### src/rtl/ps2_mouse_if.sv
// PS/2 mouse receiver bundle: pin inputs plus decoded mouse state.
// Carries the optional Wheel field when MOUSE_WHEEL_EN is defined.
interface ps2_mouse_if #(
  parameter int MAG_W = 8
);
  logic             M_CLK;
  logic             M_Dat;
  logic             Click;
  logic             BtnR;
  logic             BtnM;
  logic             Izquierda;
  logic             Derecha;
  logic             Arriba;
  logic             Abajo;
  logic [MAG_W-1:0] MagX;
  logic [MAG_W-1:0] MagY;
  logic             PktValid;
  logic             ErrPulse;
`ifdef MOUSE_WHEEL_EN
  logic [3:0]       Wheel;
`endif

  modport slave (
`ifdef MOUSE_WHEEL_EN
    output Wheel,
`endif
    input  M_CLK, M_Dat,
    output Click, BtnR, BtnM, Izquierda, Derecha, Arriba, Abajo,
    output MagX, MagY, PktValid, ErrPulse
  );

  modport master (
`ifdef MOUSE_WHEEL_EN
    input  Wheel,
`endif
    output M_CLK, M_Dat,
    input  Click, BtnR, BtnM, Izquierda, Derecha, Arriba, Abajo,
    input  MagX, MagY, PktValid, ErrPulse
  );
endinterface

### src/rtl/ps2_mouse_rx.sv
// PS/2 mouse packet receiver: filters the pins, deframes 11-bit frames, checks parity,
// assembles 3-byte packets (4 with MOUSE_WHEEL_EN) and decodes buttons/direction/magnitude.
module ps2_mouse_rx #(
  parameter int FILT_LEN    = 4,
  parameter int TIMEOUT_CYC = 100000,
  parameter int MAG_W       = 8
) (
  input  logic       Clk,
  input  logic       Rst,
  ps2_mouse_if.slave bus
);
`ifdef MOUSE_WHEEL_EN
  localparam int NBYTES = 4;
`else
  localparam int NBYTES = 3;
`endif
  localparam int PW = 8 * (NBYTES - 2);
  localparam int TW = $clog2(TIMEOUT_CYC + 1);

  typedef enum logic [1:0] {IDLE, DATA, PARITY, STOP} state_e;

  state_e              state_q, state_d;
  logic [1:0]          sclk_q, sclk_d, sdat_q, sdat_d;
  logic [FILT_LEN-1:0] hclk_q, hclk_d, hdat_q, hdat_d;
  logic                fclk_q, fclk_d, fdat_q, fdat_d;
  logic [1:0]          idx_q, idx_d;
  logic [2:0]          bcnt_q, bcnt_d;
  logic [TW-1:0]       tmo_q, tmo_d;
  logic [7:0]          sh_q, sh_d;
  logic                par_q, par_d, pok_q, pok_d;
  logic [6:0]          b0_q, b0_d;
  logic [PW-1:0]       pkt_q, pkt_d;
  logic [2:0]          btn_q, btn_d;
  logic [3:0]          dir_q, dir_d;
  logic [MAG_W-1:0]    magx_q, magx_d, magy_q, magy_d;
  logic                pv_q, pv_d, err_q, err_d;
`ifdef MOUSE_WHEEL_EN
  logic [3:0]          wheel_q, wheel_d;
`endif
  logic                fall, busy, timeout;
  logic signed [8:0]   x_v, y_v;

  function automatic logic [MAG_W-1:0] sat_mag(input logic signed [8:0] v, input logic ovf);
    int m;
    m = (v < 0) ? -int'(v) : int'(v);
    if (ovf || m > (2**MAG_W - 1)) return {MAG_W{1'b1}};
    return MAG_W'(m);
  endfunction

  always_comb begin
    sclk_d  = {sclk_q[0], bus.M_CLK};
    sdat_d  = {sdat_q[0], bus.M_Dat};
    hclk_d  = FILT_LEN'({hclk_q, sclk_q[1]});
    hdat_d  = FILT_LEN'({hdat_q, sdat_q[1]});
    fclk_d  = (&hclk_d) ? 1'b1 : ((|hclk_d) ? fclk_q : 1'b0);
    fdat_d  = (&hdat_d) ? 1'b1 : ((|hdat_d) ? fdat_q : 1'b0);
    fall    = fclk_q & ~fclk_d;
    busy    = (state_q != IDLE) || (idx_q != 2'd0);
    timeout = !fall && busy && (tmo_q == TW'(TIMEOUT_CYC - 1));

    // Last byte of the packet is still in the shift register when the stop bit lands.
    x_v = {b0_q[3], pkt_q[7:0]};
`ifdef MOUSE_WHEEL_EN
    y_v = {b0_q[4], pkt_q[15:8]};
`else
    y_v = {b0_q[4], sh_q};
`endif

    state_d = state_q;
    idx_d   = idx_q;
    bcnt_d  = bcnt_q;
    sh_d    = sh_q;
    par_d   = par_q;
    pok_d   = pok_q;
    b0_d    = b0_q;
    pkt_d   = pkt_q;
    btn_d   = btn_q;
    dir_d   = dir_q;
    magx_d  = magx_q;
    magy_d  = magy_q;
`ifdef MOUSE_WHEEL_EN
    wheel_d = wheel_q;
`endif
    pv_d    = 1'b0;
    err_d   = 1'b0;

    if (fall || !busy) tmo_d = '0;
    else               tmo_d = tmo_q + TW'(1);

    if (timeout) begin
      err_d   = 1'b1;
      state_d = IDLE;
      idx_d   = 2'd0;
      tmo_d   = '0;
    end else if (fall) begin
      unique case (state_q)
        IDLE: begin
          if (!fdat_q) begin
            state_d = DATA;
            bcnt_d  = 3'd0;
            par_d   = 1'b0;
          end
        end
        DATA: begin
          sh_d   = {fdat_q, sh_q[7:1]};
          par_d  = par_q ^ fdat_q;
          bcnt_d = bcnt_q + 3'd1;
          if (bcnt_q == 3'd7) state_d = PARITY;
        end
        PARITY: begin
          pok_d   = par_q ^ fdat_q;
          state_d = STOP;
        end
        STOP: begin
          state_d = IDLE;
          if (!fdat_q) begin
            err_d = 1'b1;
          end else if (!pok_q) begin
            err_d = 1'b1;
            idx_d = 2'd0;
          end else if (idx_q == 2'd0) begin
            // Byte 0 always carries bit3=1; anything else means we are out of step.
            if (!sh_q[3]) err_d = 1'b1;
            else begin
              b0_d  = {sh_q[7:4], sh_q[2:0]};
              idx_d = 2'd1;
            end
          end else if (idx_q == 2'(NBYTES - 1)) begin
            idx_d  = 2'd0;
            pv_d   = 1'b1;
            btn_d  = b0_q[2:0];
            dir_d  = {x_v[8], !x_v[8] && (x_v != 9'sd0), !y_v[8] && (y_v != 9'sd0), y_v[8]};
            magx_d = sat_mag(x_v, b0_q[5]);
            magy_d = sat_mag(y_v, b0_q[6]);
`ifdef MOUSE_WHEEL_EN
            wheel_d = sh_q[3:0];
`endif
          end else begin
            pkt_d = PW'({sh_q, pkt_q} >> 8);
            idx_d = idx_q + 2'd1;
          end
        end
      endcase
    end
  end

  always_ff @(posedge Clk) begin
    if (Rst) begin
      state_q <= IDLE;
      idx_q   <= 2'd0;
      bcnt_q  <= 3'd0;
      tmo_q   <= '0;
      sclk_q  <= '1;
      sdat_q  <= '1;
      hclk_q  <= '1;
      hdat_q  <= '1;
      fclk_q  <= 1'b1;
      fdat_q  <= 1'b1;
      btn_q   <= '0;
      dir_q   <= '0;
      magx_q  <= '0;
      magy_q  <= '0;
      pv_q    <= 1'b0;
      err_q   <= 1'b0;
`ifdef MOUSE_WHEEL_EN
      wheel_q <= '0;
`endif
    end else begin
      state_q <= state_d;
      idx_q   <= idx_d;
      bcnt_q  <= bcnt_d;
      tmo_q   <= tmo_d;
      sclk_q  <= sclk_d;
      sdat_q  <= sdat_d;
      hclk_q  <= hclk_d;
      hdat_q  <= hdat_d;
      fclk_q  <= fclk_d;
      fdat_q  <= fdat_d;
      btn_q   <= btn_d;
      dir_q   <= dir_d;
      magx_q  <= magx_d;
      magy_q  <= magy_d;
      pv_q    <= pv_d;
      err_q   <= err_d;
`ifdef MOUSE_WHEEL_EN
      wheel_q <= wheel_d;
`endif
    end
  end

  // Byte assembly registers are only meaningful under control of the FSM above.
  always_ff @(posedge Clk) begin
    sh_q  <= sh_d;
    par_q <= par_d;
    pok_q <= pok_d;
    b0_q  <= b0_d;
    pkt_q <= pkt_d;
  end

  assign bus.Click     = btn_q[0];
  assign bus.BtnR      = btn_q[1];
  assign bus.BtnM      = btn_q[2];
  assign bus.Izquierda = dir_q[3];
  assign bus.Derecha   = dir_q[2];
  assign bus.Arriba    = dir_q[1];
  assign bus.Abajo     = dir_q[0];
  assign bus.MagX      = magx_q;
  assign bus.MagY      = magy_q;
  assign bus.PktValid  = pv_q;
  assign bus.ErrPulse  = err_q;
`ifdef MOUSE_WHEEL_EN
  assign bus.Wheel     = wheel_q;
`endif
endmodule

### src/flat_wrapper.sv
// flat-port wrapper written by rule: the top's interface ports become plain ports
module ps2_mouse_rx_flat 
#(
  parameter int FILT_LEN    = 4,
  parameter int TIMEOUT_CYC = 100000,
  parameter int MAG_W       = 8
)
  (Clk, Rst, bus_M_CLK, bus_M_Dat, bus_Click, bus_BtnR, bus_BtnM, bus_Izquierda, bus_Derecha, bus_Arriba, bus_Abajo, bus_MagX, bus_MagY, bus_PktValid, bus_ErrPulse);
  ps2_mouse_if #(.MAG_W(MAG_W)) bus_i ();
  input  logic Clk;
  input  logic Rst;
  input wire logic [$bits(bus_i.M_CLK)-1:0] bus_M_CLK;
  input wire logic [$bits(bus_i.M_Dat)-1:0] bus_M_Dat;
  output wire logic [$bits(bus_i.Click)-1:0] bus_Click;
  output wire logic [$bits(bus_i.BtnR)-1:0] bus_BtnR;
  output wire logic [$bits(bus_i.BtnM)-1:0] bus_BtnM;
  output wire logic [$bits(bus_i.Izquierda)-1:0] bus_Izquierda;
  output wire logic [$bits(bus_i.Derecha)-1:0] bus_Derecha;
  output wire logic [$bits(bus_i.Arriba)-1:0] bus_Arriba;
  output wire logic [$bits(bus_i.Abajo)-1:0] bus_Abajo;
  output wire logic [$bits(bus_i.MagX)-1:0] bus_MagX;
  output wire logic [$bits(bus_i.MagY)-1:0] bus_MagY;
  output wire logic [$bits(bus_i.PktValid)-1:0] bus_PktValid;
  output wire logic [$bits(bus_i.ErrPulse)-1:0] bus_ErrPulse;
  assign bus_i.M_CLK = bus_M_CLK;
  assign bus_i.M_Dat = bus_M_Dat;
  assign bus_Click = bus_i.Click;
  assign bus_BtnR = bus_i.BtnR;
  assign bus_BtnM = bus_i.BtnM;
  assign bus_Izquierda = bus_i.Izquierda;
  assign bus_Derecha = bus_i.Derecha;
  assign bus_Arriba = bus_i.Arriba;
  assign bus_Abajo = bus_i.Abajo;
  assign bus_MagX = bus_i.MagX;
  assign bus_MagY = bus_i.MagY;
  assign bus_PktValid = bus_i.PktValid;
  assign bus_ErrPulse = bus_i.ErrPulse;
  ps2_mouse_rx #(.FILT_LEN(FILT_LEN), .TIMEOUT_CYC(TIMEOUT_CYC), .MAG_W(MAG_W)) u_core (.Clk(Clk), .Rst(Rst), .bus(bus_i));
endmodule
### config.mk
export PLATFORM = sky130hd
export DESIGN_NAME = ps2_mouse_rx_flat
export DESIGN_NICKNAME = d
export VERILOG_FILES = /design/src/rtl/ps2_mouse_if.sv /design/src/rtl/ps2_mouse_rx.sv /design/src/flat_wrapper.sv
export SDC_FILE = /design/constraint.sdc
export NUM_CORES = 1
export LEC_CHECK = 0
export BUFFER_PORTS_ARGS = -buffer_cell sky130_fd_sc_hd__buf_4
export CAP_MARGIN = 20
export CORE_MARGIN = 3
export CORE_UTILIZATION = 40
export DETAILED_ROUTE_END_ITERATION = 7
export GPL_TIMING_DRIVEN = 0
export PLACE_DENSITY = 0.58
export SLEW_MARGIN = 25
export SYNTH_ARGS = -nofsm -noshare
export SYNTH_HDL_FRONTEND = slang
export SYNTH_SLANG_ARGS = --single-unit
### constraint.sdc
create_clock -name Clk -period 2.5 [get_ports Clk]
set_input_delay 0.375 -clock Clk [delete_from_list [all_inputs] [get_ports Clk]]
set_output_delay 0.375 -clock Clk [all_outputs]
set_load 0.005 [all_outputs]
==> results.yml <==
power:
  power.switching_w: 0.000502
  comb_power_share: 0.010
  clockPowerShare: 0.414
  switching_share: 0.202
  peakVddDrop_mv: 0.355
  seq_power_share: 0.576
  power_density_nw_per_um2: 583
  p_leak_nw: 1.48
  finalPower_w: 0.00249
  p_int_w: 0.00198
synth:
  synthCells: 336
  yosys_warnings: 0
  synthFlopType: "dfxtp_1"
  ys_types: 46
  avgSynthCellArea_um2: 11.0
  syn-cell-area_um2: 3690
  synth_top_cell_by_area: "dfxtp_1"
  syn_nets: 349
  yosysTopAreaCellShare: 0.331
  seq_area_frac_synth: 0.534
  synth_common_cells: "dfxtp_1, nor2_1, edfxtp_1, a211oi_2, xor2_1"
  async_flop_share: 0
  yosys-top-cells-area: "dfxtp_1, edfxtp_1, a211oi_2, nor2_1, xor2_1"
  synth_most_common_cell: "dfxtp_1"
  yosys_register_bits: 86
  synth_edf_count: 25
placed_design:
  dp_cells: 472
  place.gp.congestion: 0.779
  dpl_cell_area_um2: 4040
  hpwlAfterDp_mm: 4.81
  io_buffers: 28
  post-place-ws_ns: 0.00873
clocking:
  cts_hold_buffers: 0
  cts_resized: 0
  cts.sinks: 86
  cts_tree: "built"
  clockBufferDepth: 2
  clock_latency_ns: 0.35
  clk_pin_slew_ns: 0.08
  cts_setup_buffers: 0
  root_buffer: "clkbuf_8"
  numCtsBuffers: 9
  htreeDepth: 3
sta:
  hold_viol_final: 0
  max_slew_margin: 0.489
  fin_crit_sh: 0.946
  worst_slew_pin_slew_ns: 0.767
  hold_slack_ns: 0.210
  fmax_mhz: 423
  final-setup-viol-count: 0
  finClkSkew_ns: 0.00779
  setup_ws_ns: 0.134
  min_period_ns: 2.37
  drv_slew: 0
floorplan:
  initial_core_util: 0.417
  io_pins: 29
  die_x_um: 102
  die_y_um: 102
  die_area_um2: 10400
  core_area_um2: 8850
  num_rows: 34
hold_path:
  min_path_type: "primary input to flip-flop"
  hold_path_startpoint: "bus_M_CLK"
  hold_path_end: "u_core.sclk_q[0]$_SDFF_PP1_"
  hold_depth: 2
critical_path:
  crit_chain: "nor3_1 > and2_1 > buf_2 > nand4_1 > nor4b_4"
  worstSetupPathType: "flip-flop to flip-flop"
  start_kind: "flip-flop"
  r2r_end: "u_core.b0_q[4]$_DFFE_PP_"
  r2r_slack_ns: 0.13
  r2r_start: "u_core.hclk_q[0]$_SDFF_PP1_"
  cp_slowest_stage_delay_ns: 0.56
  reg2reg_depth: 5
  slowest_stage: "nor4b_4"
  path_max_fanout: 7
  arrival_ns: 2.35
  cp-end-kind: "flip-flop"
  crit_required_ns: 2.48
route:
  drt_iter0_drc: 98
  num_vias: 2532
  routed_wirelength_mm: 6.89
  wl_per_cell_um: 14.1
  drtAntennaViolNets: 0
  drc: 0
  routed_via_density: 5.19
  first_pass_iters: 5
cells_and_area:
  area_delta_synth_final_pct: 15.5
  fin_cells: 488
  drive_gt1_frac: 0.232
  finalNetCount: 388
  n_fill_cell: 837
  seqCellArea_um2: 1970
  design_area_um2: 4260
  multiInputGateArea_um2: 1600
  num_antenna_cells: 0
flow_run:
  maxCapViolCount: 0
grt:
  grt_usage: 0.141
  grt_pass1_wl_mm: 11.5
  grt_pass1_vias: 2454
  antenna_found_initial: 0
  grt_max_degree: 15
  grt-ovfl-total: 0
outcome:
  status: "finished, final reports clean"
## sequential cells by signal (all words and copies together), names as in the netlist
name,count
u_core.pkt_q,8
u_core.hdat_q,3
u_core.b0_q,7
u_core.state_q,2
u_core.bus.PktValid,1
u_core.sh_q,8
u_core.idx_q,2
u_core.fdat_q,1
u_core.btn_q,3
u_core.sdat_q,2
u_core.sclk_q,2
u_core.bcnt_q,3
u_core.hclk_q,3
u_core.bus.MagX,8
u_core.bus.ErrPulse,1
u_core.bus.MagY,8
u_core.tmo_q,17
u_core.pok_q,1
u_core.fclk_q,1
u_core.par_q,1
u_core.dir_q,4
## kinds of logic after synthesis
kind of cell,count (synthesis),share of synthesized area
simple gates,131,0.196
compound gates,48,0.111
flops,86,0.534
fa+ha+maj,9,0.0305
mux,11,0.0298
buf+inv,24,0.0339
xor+xnor,27,0.0641
## worst max-delay path: cells and delay by family, from the launching register on
family	cells	cell delay (ns)
buffers and inverters	1	0.17
DFF	1	0.34
and+or+nand+nor	4	1.49
## layer usage
metal  vias to the layer above  GRT usage  wire (um)
met5                         -          0          0
met4                         0     0.0434        102
met3                         9     0.0410        255
met2                        46      0.234       3330
met1                      1192      0.177       3210
li1                       1285          -          -
## layout make-up
type                    count  area share
inverters                  11     0.00969
plain buffers              13      0.0197
clock inverters             4      0.0120
multi-input cells         226       0.376
well taps                 108      0.0317
flip-flops and latches     86       0.463
clock buffers              12      0.0387
repair buffers             28      0.0493
## layout by cell type, fill, tap and decap left out, drive strengths merged, types with 3 or more instances in the layout
cell,n
dfxtp,61
nor2,45
buf,36
edfxtp,25
a211oi,17
clkbuf,17
xor2,15
inv,13
xnor2,12
nand2,11
a21oi,11
mux2i,11
or2,11
nand4,9
nor4,9
ha,9
nand3,8
nor2b,5
o31ai,5
o21ai,5
nor3,5
and3,4
a31oi,4
and2,4
nor3b,3
nor4bb,3
or3b,3
or3,3
## how the worst max path moves through the flow
stage / from / end / slack, ns / depth (start not counted)
6_report: u_core.hclk_q[0]$_SDFF_PP1_ / u_core.b0_q[4]$_DFFE_PP_ / 0.13 / 5
5_1_grt: u_core.hclk_q[0]$_SDFF_PP1_ / u_core.b0_q[6]$_DFFE_PP_ / -0.05 / 5
4_1_cts: u_core.hclk_q[0]$_SDFF_PP1_ / u_core.b0_q[4]$_DFFE_PP_ / 0.001 / 5
3_5_place_dp: u_core.hclk_q[0]$_SDFF_PP1_ / u_core.b0_q[4]$_DFFE_PP_ / 0.009 / 5
3_3_place_gp: u_core.hclk_q[0]$_SDFF_PP1_ / u_core.b0_q[4]$_DFFE_PP_ / 0.02 / 5
2_1_floorplan: u_core.hclk_q[0]$_SDFF_PP1_ / u_core.b0_q[0]$_DFFE_PP_ / 0.44 / 5
## power groups by stage
| stage | clock network, W | registers (W) | logic (W) |
|---|---|---|---|
| after floorplan | 0 | 0.00146 | 0.0000151 |
| after global placement | 0 | 0.00146 | 0.0000253 |
| after detailed placement | 0 | 0.00146 | 0.0000257 |
| after CTS | 0.00107 | 0.00143 | 0.0000258 |
| after global routing | 0.00112 | 0.00143 | 0.0000275 |
| final | 0.00103 | 0.00143 | 0.0000249 |
## through the flow
| step | setup TNS [ns] | utilization |
|---|---|---|
| after global placement | 0 | 0.456 |
| after global routing | -0.309 | 0.482 |
| final | 0 | 0.482 |
| after floorplan | 0 | - |
| after CTS | 0 | 0.480 |
| after detailed placement | 0 | 0.456 |
(Power assumes the default switching activity.)
